### src/rtl/i2s_tx_scheduler.sv
// rtl/i2s_tx_scheduler.sv - I2S transmit master: BCLK/LRCLK divider, MSB-first serialiser, one-entry sample buffer
// Define I2S_UNDERRUN_CNT_EN to add the saturating underrun_cnt output.
module i2s_tx_scheduler #(
    parameter int SAMPLE_W  = 16,
    parameter int SLOT_BITS = 32,
    parameter int BCLK_DIV  = 4
) (
    input  logic                CLK,
    input  logic                RST_N,
    input  logic                EN,
    input  logic                s_valid,
    output logic                s_ready,
    input  logic [SAMPLE_W-1:0] s_left,
    input  logic [SAMPLE_W-1:0] s_right,
    output logic                BCLK,
    output logic                LRCLK,
    output logic                DACDAT,
    output logic                frame_start,
`ifdef I2S_UNDERRUN_CNT_EN
    output logic [15:0]         underrun_cnt,
`endif
    output logic                underrun
);
    localparam int FRAME_BITS = 2 * SLOT_BITS;
    localparam int B_W        = $clog2(FRAME_BITS);
    localparam int DIV_W      = (BCLK_DIV > 1) ? $clog2(BCLK_DIV) : 1;
    localparam logic [B_W-1:0]   B_LAST   = B_W'(FRAME_BITS - 1);
    localparam logic [DIV_W-1:0] DIV_LAST = DIV_W'(BCLK_DIV - 1);

    logic [DIV_W-1:0]    div_cnt_q, div_cnt_d;
    logic [B_W-1:0]      b_q, b_d;
    logic                bclk_q, bclk_d;
    logic                lrclk_q, lrclk_d;
    logic                dacdat_q, dacdat_d;
    logic                frame_start_q, frame_start_d;
    logic                underrun_q, underrun_d;
    logic                buf_full_q, buf_full_d;
    logic [SAMPLE_W-1:0] buf_l_q, buf_l_d, buf_r_q, buf_r_d;
    logic [SAMPLE_W-1:0] frame_l_q, frame_l_d, frame_r_q, frame_r_d;
    logic [SAMPLE_W-1:0] slot_word, shifted;
    logic [B_W-1:0]      k;

    always_comb begin
        div_cnt_d     = div_cnt_q;
        b_d           = b_q;
        bclk_d        = bclk_q;
        lrclk_d       = lrclk_q;
        dacdat_d      = dacdat_q;
        frame_start_d = 1'b0;
        underrun_d    = 1'b0;
        buf_full_d    = buf_full_q;
        buf_l_d       = buf_l_q;
        buf_r_d       = buf_r_q;
        frame_l_d     = frame_l_q;
        frame_r_d     = frame_r_q;
        slot_word     = '0;
        shifted       = '0;
        k             = '0;

        // Accept only into an empty buffer, consume only from a full one: they never collide.
        if (s_valid && !buf_full_q) begin
            buf_full_d = 1'b1;
            buf_l_d    = s_left;
            buf_r_d    = s_right;
        end

        if (!EN) begin
            div_cnt_d = '0;
            bclk_d    = 1'b0;
            lrclk_d   = 1'b0;
            dacdat_d  = 1'b0;
            b_d       = B_LAST;
        end else if (div_cnt_q == DIV_LAST) begin
            div_cnt_d = '0;
            bclk_d    = ~bclk_q;
            if (bclk_q) begin
                b_d     = (b_q == B_LAST) ? '0 : b_q + 1'b1;
                lrclk_d = (b_d >= B_W'(SLOT_BITS - 1)) && (b_d != B_LAST);
                if (b_d == '0) begin
                    frame_start_d = 1'b1;
                    if (buf_full_q) begin
                        frame_l_d  = buf_l_q;
                        frame_r_d  = buf_r_q;
                        buf_full_d = 1'b0;
                    end else begin
                        frame_l_d  = '0;
                        frame_r_d  = '0;
                        underrun_d = 1'b1;
                    end
                end
                if (b_d < B_W'(SLOT_BITS)) begin
                    slot_word = frame_l_d;
                    k         = b_d;
                end else begin
                    slot_word = frame_r_d;
                    k         = b_d - B_W'(SLOT_BITS);
                end
                // Shifting past the sample width leaves zeros, which are the pad bits.
                shifted  = slot_word << k;
                dacdat_d = shifted[SAMPLE_W-1];
            end
        end else begin
            div_cnt_d = div_cnt_q + 1'b1;
        end
    end

    always_ff @(posedge CLK or negedge RST_N) begin
        if (!RST_N) begin
            div_cnt_q     <= '0;
            b_q           <= B_LAST;
            bclk_q        <= 1'b0;
            lrclk_q       <= 1'b0;
            dacdat_q      <= 1'b0;
            frame_start_q <= 1'b0;
            underrun_q    <= 1'b0;
            buf_full_q    <= 1'b0;
            buf_l_q       <= '0;
            buf_r_q       <= '0;
            frame_l_q     <= '0;
            frame_r_q     <= '0;
        end else begin
            div_cnt_q     <= div_cnt_d;
            b_q           <= b_d;
            bclk_q        <= bclk_d;
            lrclk_q       <= lrclk_d;
            dacdat_q      <= dacdat_d;
            frame_start_q <= frame_start_d;
            underrun_q    <= underrun_d;
            buf_full_q    <= buf_full_d;
            buf_l_q       <= buf_l_d;
            buf_r_q       <= buf_r_d;
            frame_l_q     <= frame_l_d;
            frame_r_q     <= frame_r_d;
        end
    end

`ifdef I2S_UNDERRUN_CNT_EN
    logic [15:0] ucnt_q, ucnt_d;

    always_comb begin
        ucnt_d = ucnt_q;
        if (underrun_d && (ucnt_q != 16'hFFFF)) begin
            ucnt_d = ucnt_q + 16'd1;
        end
    end

    always_ff @(posedge CLK or negedge RST_N) begin
        if (!RST_N) begin
            ucnt_q <= '0;
        end else begin
            ucnt_q <= ucnt_d;
        end
    end

    assign underrun_cnt = ucnt_q;
`endif

    assign s_ready     = ~buf_full_q;
    assign BCLK        = bclk_q;
    assign LRCLK       = lrclk_q;
    assign DACDAT      = dacdat_q;
    assign frame_start = frame_start_q;
    assign underrun    = underrun_q;
endmodule

### config.mk
export PLATFORM = sky130hd
export DESIGN_NAME = i2s_tx_scheduler
export DESIGN_NICKNAME = d
export VERILOG_FILES = /design/src/rtl/i2s_tx_scheduler.sv
export SDC_FILE = /design/constraint.sdc
export NUM_CORES = 1
export LEC_CHECK = 0
export ABC_CLOCK_PERIOD_IN_PS = 3200
export BUFFER_PORTS_ARGS = -buffer_cell sky130_fd_sc_hd__clkbuf_2
export CORE_AREA = 5 5 81 98
export CTS_BUF_LIST = sky130_fd_sc_hd__clkbuf_16
export DETAILED_ROUTE_END_ITERATION = 10
export DIE_AREA = 0 0 86 103
export GPL_TIMING_DRIVEN = 0
export PLACE_DENSITY = 0.77
export SETUP_SLACK_MARGIN = 0.3
export SLEW_MARGIN = 20
export SYNTH_ARGS = -nofsm -noshare
export SYNTH_HDL_FRONTEND = slang
export SYNTH_SLANG_ARGS = --single-unit
### constraint.sdc
create_clock -name CLK -period 3.2 [get_ports CLK]
set_input_delay 0.32 -clock CLK [delete_from_list [all_inputs] [get_ports CLK]]
set_output_delay 0.32 -clock CLK [all_outputs]
set_load 0.005 [all_outputs]
==> Implementation_results.wiki <==
{| class="wikitable"
! Metric !! Value
|-
| Outcome || completed
|-
| Maximum vdd ir drop || 0.589 mV
|-
| Effective utilization at floorplan || 54.7%
|-
| Buffer cell driving the clock tree root || clkbuf_16
|-
| Die area || 8860 µm²
|-
| Fillcell total || 566
|-
| Port-buffer cells || 41
|-
| Number of flops mapped to enable cells by yosys || 0
|-
| Unique cell type count in the Yosys netlist || 49
|-
| Number of detailed-routing iterations run before antenna repair || 4
|-
| Remaining design rule violation count || 0
|-
| Top-level port count || 42
|-
| Commonest non-fill, non-tap cell in the layout || nand2_1
|-
| Count of cells resized by post-cts repair || 0
|-
| Transition at the pin with the smallest max-transition slack || 0.596 ns
|-
| Antenna violations before repair || 0
|-
| Worst hold-check path type || in -> reg
|-
| Yosys warns || 0
|-
| Critical path cell sequence || ha_1 -> buf_4 -> nand2_1 -> o21ai_4 -> buf_4 -> nand3_1 -> a211oi_1 -> o41ai_1 -> a22oi_1 -> o211ai_1
|-
| Leakage power of the design || 0.00214 µW
|-
| Clock slew at reported path FFs || 0.06 ns
|-
| TritonCTS Buffers || 9
|-
| Global placer's final weighted congestion || 0.926
|-
| Setup repair after global routing missed its margin || false
|-
| Gate Count Post-Synth || 357
|-
| Net count reported at finish || 451
|-
| Number of max-slew violations in the final report || 0
|-
| Crit-path max FO || 10
|-
| Detailed router's first-iteration violation count || 241
|-
| Cell Area, Synth || 3840 µm²
|-
| Largest incremental delay on the critical path || 0.60 ns
|-
| Hold violation total from the final report || 0
|-
| Share of layout cells above drive strength 1 || 30.5%
|-
| Cell area power density || 690 nW/µm²
|-
| Setup clock skew after layout || 0.00569 ns
|-
| Largest net degree at the start of global routing || 57
|-
| Average instance area after synthesis || 10.8 µm²
|-
| Overflow left after global routing || 0
|-
| Count of buffering cells on the critical path with inverters included || 2
|-
| Dominant synthesized flop cell || dfrtp_1
|-
| Die H || 103 µm
|-
| Total number of clock tree sinks || 78
|-
| Relative slew margins || 60.2%
|-
| Final sum of negative setup slack || 0 ns
|-
| Leading cell types in the layout, fill and taps excluded || 75 x nand2_1, 72 x dfrtp_1, 40 x clkbuf_2, 39 x mux2_2, 29 x o21ai_1
|-
| Crit-path slowest cell || dfstp_2
|-
| Total routing usage reported by global routing || 21.2%
|-
| Signal arrival time at the worst endpoint || 2.98 ns
|-
| Number of endpoints failing setup at the final stage || 0
|-
| Buffer levels on the longest clock path || 2
|-
| Period utilization || 86.5%
|-
| Category of the worst setup path launch point || register
|-
| Rows || 34
|-
| Synth Net Count || 397
|-
| Path type of the worst setup path || reg -> reg
|-
| Proportion of synthesized chip area in sequential cells || 51.0%
|-
| Seq cells post-synth || 78
|-
| Floorplan die width || 86 µm
|-
| Dpl cells || 489
|-
| Area of the multi-input gates || 1700 µm²
|-
| Fraction of registers with async set/reset || 100%
|-
| Vias in the first global route || 2,998
|-
| Relative area change from synthesis to final layout || 16.9%
|-
| Max-cap violations || 0
|-
| Average routed wire per standard cell || 17.2 µm
|-
| FF/Latch Area || 1960 µm²
|-
| Source-to-sink clock delay at the later pin of the worst-skew pair || 0.34 ns
|-
| Count of H-tree levels built during CTS || 3
|-
| CP most frequent cell || buf_4
|-
| Maximum clock frequency || 361 MHz
|-
| Kind of capture point of the worst setup path || register
|-
| Register-to-register path setup slack || 0.43 ns
|-
| Clock tree from TritonCTS || yes
|-
| Number of nets with antenna violations after detailed routing || 0
|-
| Clock period minus final worst setup slack || 2.77 ns
|-
| Half-perimeter wire length of the detailed placement result || 5.98 mm
|-
| CP top delay family || compound AO/OA/AOI/OAI gates
|-
| Drt total wl || 8.69 mm
|-
| Antenna fix cells || 0
|-
| Number of standard cells in the layout, taps in and fillers out || 506
|-
| Global-route wire length before repair || 14.5 mm
|-
| Via Count || 2,902
|-
| Vias per cell || 5.74
|-
| Core Footprint || 7020 µm²
|-
| Worst Path Required || 3.41 ns
|}
[worst reg2reg max path, stage by stage (launching register included)]
cell and delay (ns):
dfstp_2 0.60, ha_1 0.25, buf_4 0.20, nand2_1 0.12, o21ai_4 0.28, buf_4 0.27, nand3_1 0.21, a211oi_1 0.31
o41ai_1 0.13, a22oi_1 0.20, o211ai_1 0.10
[cells in the mapped netlist, drive strengths merged, types with 2 or more instances]
library cell,count,share of area [%]
nor2b,2,0.33
mux2i,4,1.0
nand2,75,7.3
buf,15,3.2
xor2,2,0.46
nor4b,2,0.62
dfrtp,72,47
a21o,3,0.59
a32oi,2,0.46
dfstp,6,4.1
nand4,5,0.81
ha,4,1.3
nor3,2,0.26
mux4,3,1.8
clkbuf,12,1.2
o221ai,2,0.46
a21oi,6,0.88
and2,8,1.3
nand3,10,1.4
nor2,3,0.29
inv,4,0.39
o21ai,38,5.2
and3,3,0.49
o22ai,2,0.33
o211ai,6,1.2
or3,3,0.49
xnor2,4,1.1
mux2,41,12
a211oi,7,1.4
[flip-flops by register name (all words and copies together) (netlist names), 2 cells and up]
name,count
buf_l_q,16
frame_r_q,16
frame_l_q,16
buf_r_q,16
b_q,6
div_cnt_q,2
[area by class of cell]
| class | instances | area share (%) |
|---|---|---|
| Buffer | 27 | 3.73 |
| Timing Repair Buffer | 43 | 5.46 |
| Tap cell | 90 | 2.51 |
| Clock buffer | 9 | 5.02 |
| Sequential cell | 78 | 43.6 |
| Inverter | 4 | 0.334 |
| Clock inverter | 7 | 1.48 |
| Multi-Input combinational cell | 248 | 37.8 |
[timing repair]
item                                   4_1_cts  5_1_grt
hold buffers                                 1        0
endpoints found under the hold margin       16        0
buffers inserted                             0        0
[stage by stage]
stage | hold slack [ns] | total power, µW | setup WS (ns) | cell area [µm²] | utilization, %
after global placement | 0.426 | 2070 | 0.515 | 4160 | 59.2
after global routing | 0.210 | 3280 | 0.304 | 4490 | 64.0
after floorplan | 0.0244 | 1890 | 0.841 | 3840 | -
after CTS | 0.208 | 3110 | 0.478 | 4490 | 64.0
final | 0.209 | 3100 | 0.431 | 4490 | 64.0
after detailed placement | 0.280 | 2120 | 0.492 | 4190 | 59.7
[kinds of logic after synthesis]
| logic type | Yosys count | synth area share, % |
|---|---|---|
| AO/OA/AOI/OAI | 73 | 12.2 |
| XOR/XNOR | 6 | 1.56 |
| adder cells (fa/ha/maj) | 4 | 1.30 |
| buffers and inverters | 31 | 4.76 |
| flip-flops | 78 | 51.0 |
| multiplexers | 48 | 15.0 |
| AND/OR/NAND/NOR | 117 | 14.2 |
[routing by layer]
layer  track usage (%)  vias to the layer above  routed length (µm)
li1                  -                     1369                   -
met1              25.6                     1418                3610
met2              35.7                       91                4350
met3              5.44                       24                 490
met4              9.99                        0                 231
met5                 0                        -                   0
[final timing paths]
check                                  startpoint                       end  cells past startpoint
setup reg to reg               b_q[1]$_DFFE_PN1P_        DACDAT$_DFFE_PN0P_                     10
setup / recovery               b_q[1]$_DFFE_PN1P_        DACDAT$_DFFE_PN0P_                     10
hold reg to reg            div_cnt_q[0]$_DFF_PN0_    div_cnt_q[0]$_DFF_PN0_                      1
max in group asynchronous                   RST_N  frame_r_q[0]$_DFFE_PN0P_                      3
hold / removal                         s_right[3]    buf_r_q[3]$_DFFE_PN0P_                      2
min in group asynchronous                   RST_N        underrun$_DFF_PN0_                      2
[where the power goes]
group          internal (µW)  switching [µW]  total, µW
registers               1250             159       1410
clock network            597             394        992
logic                    362             339        702
total                   2210             892       3100
No activity file was read; power rests on OpenSTA's default activity.
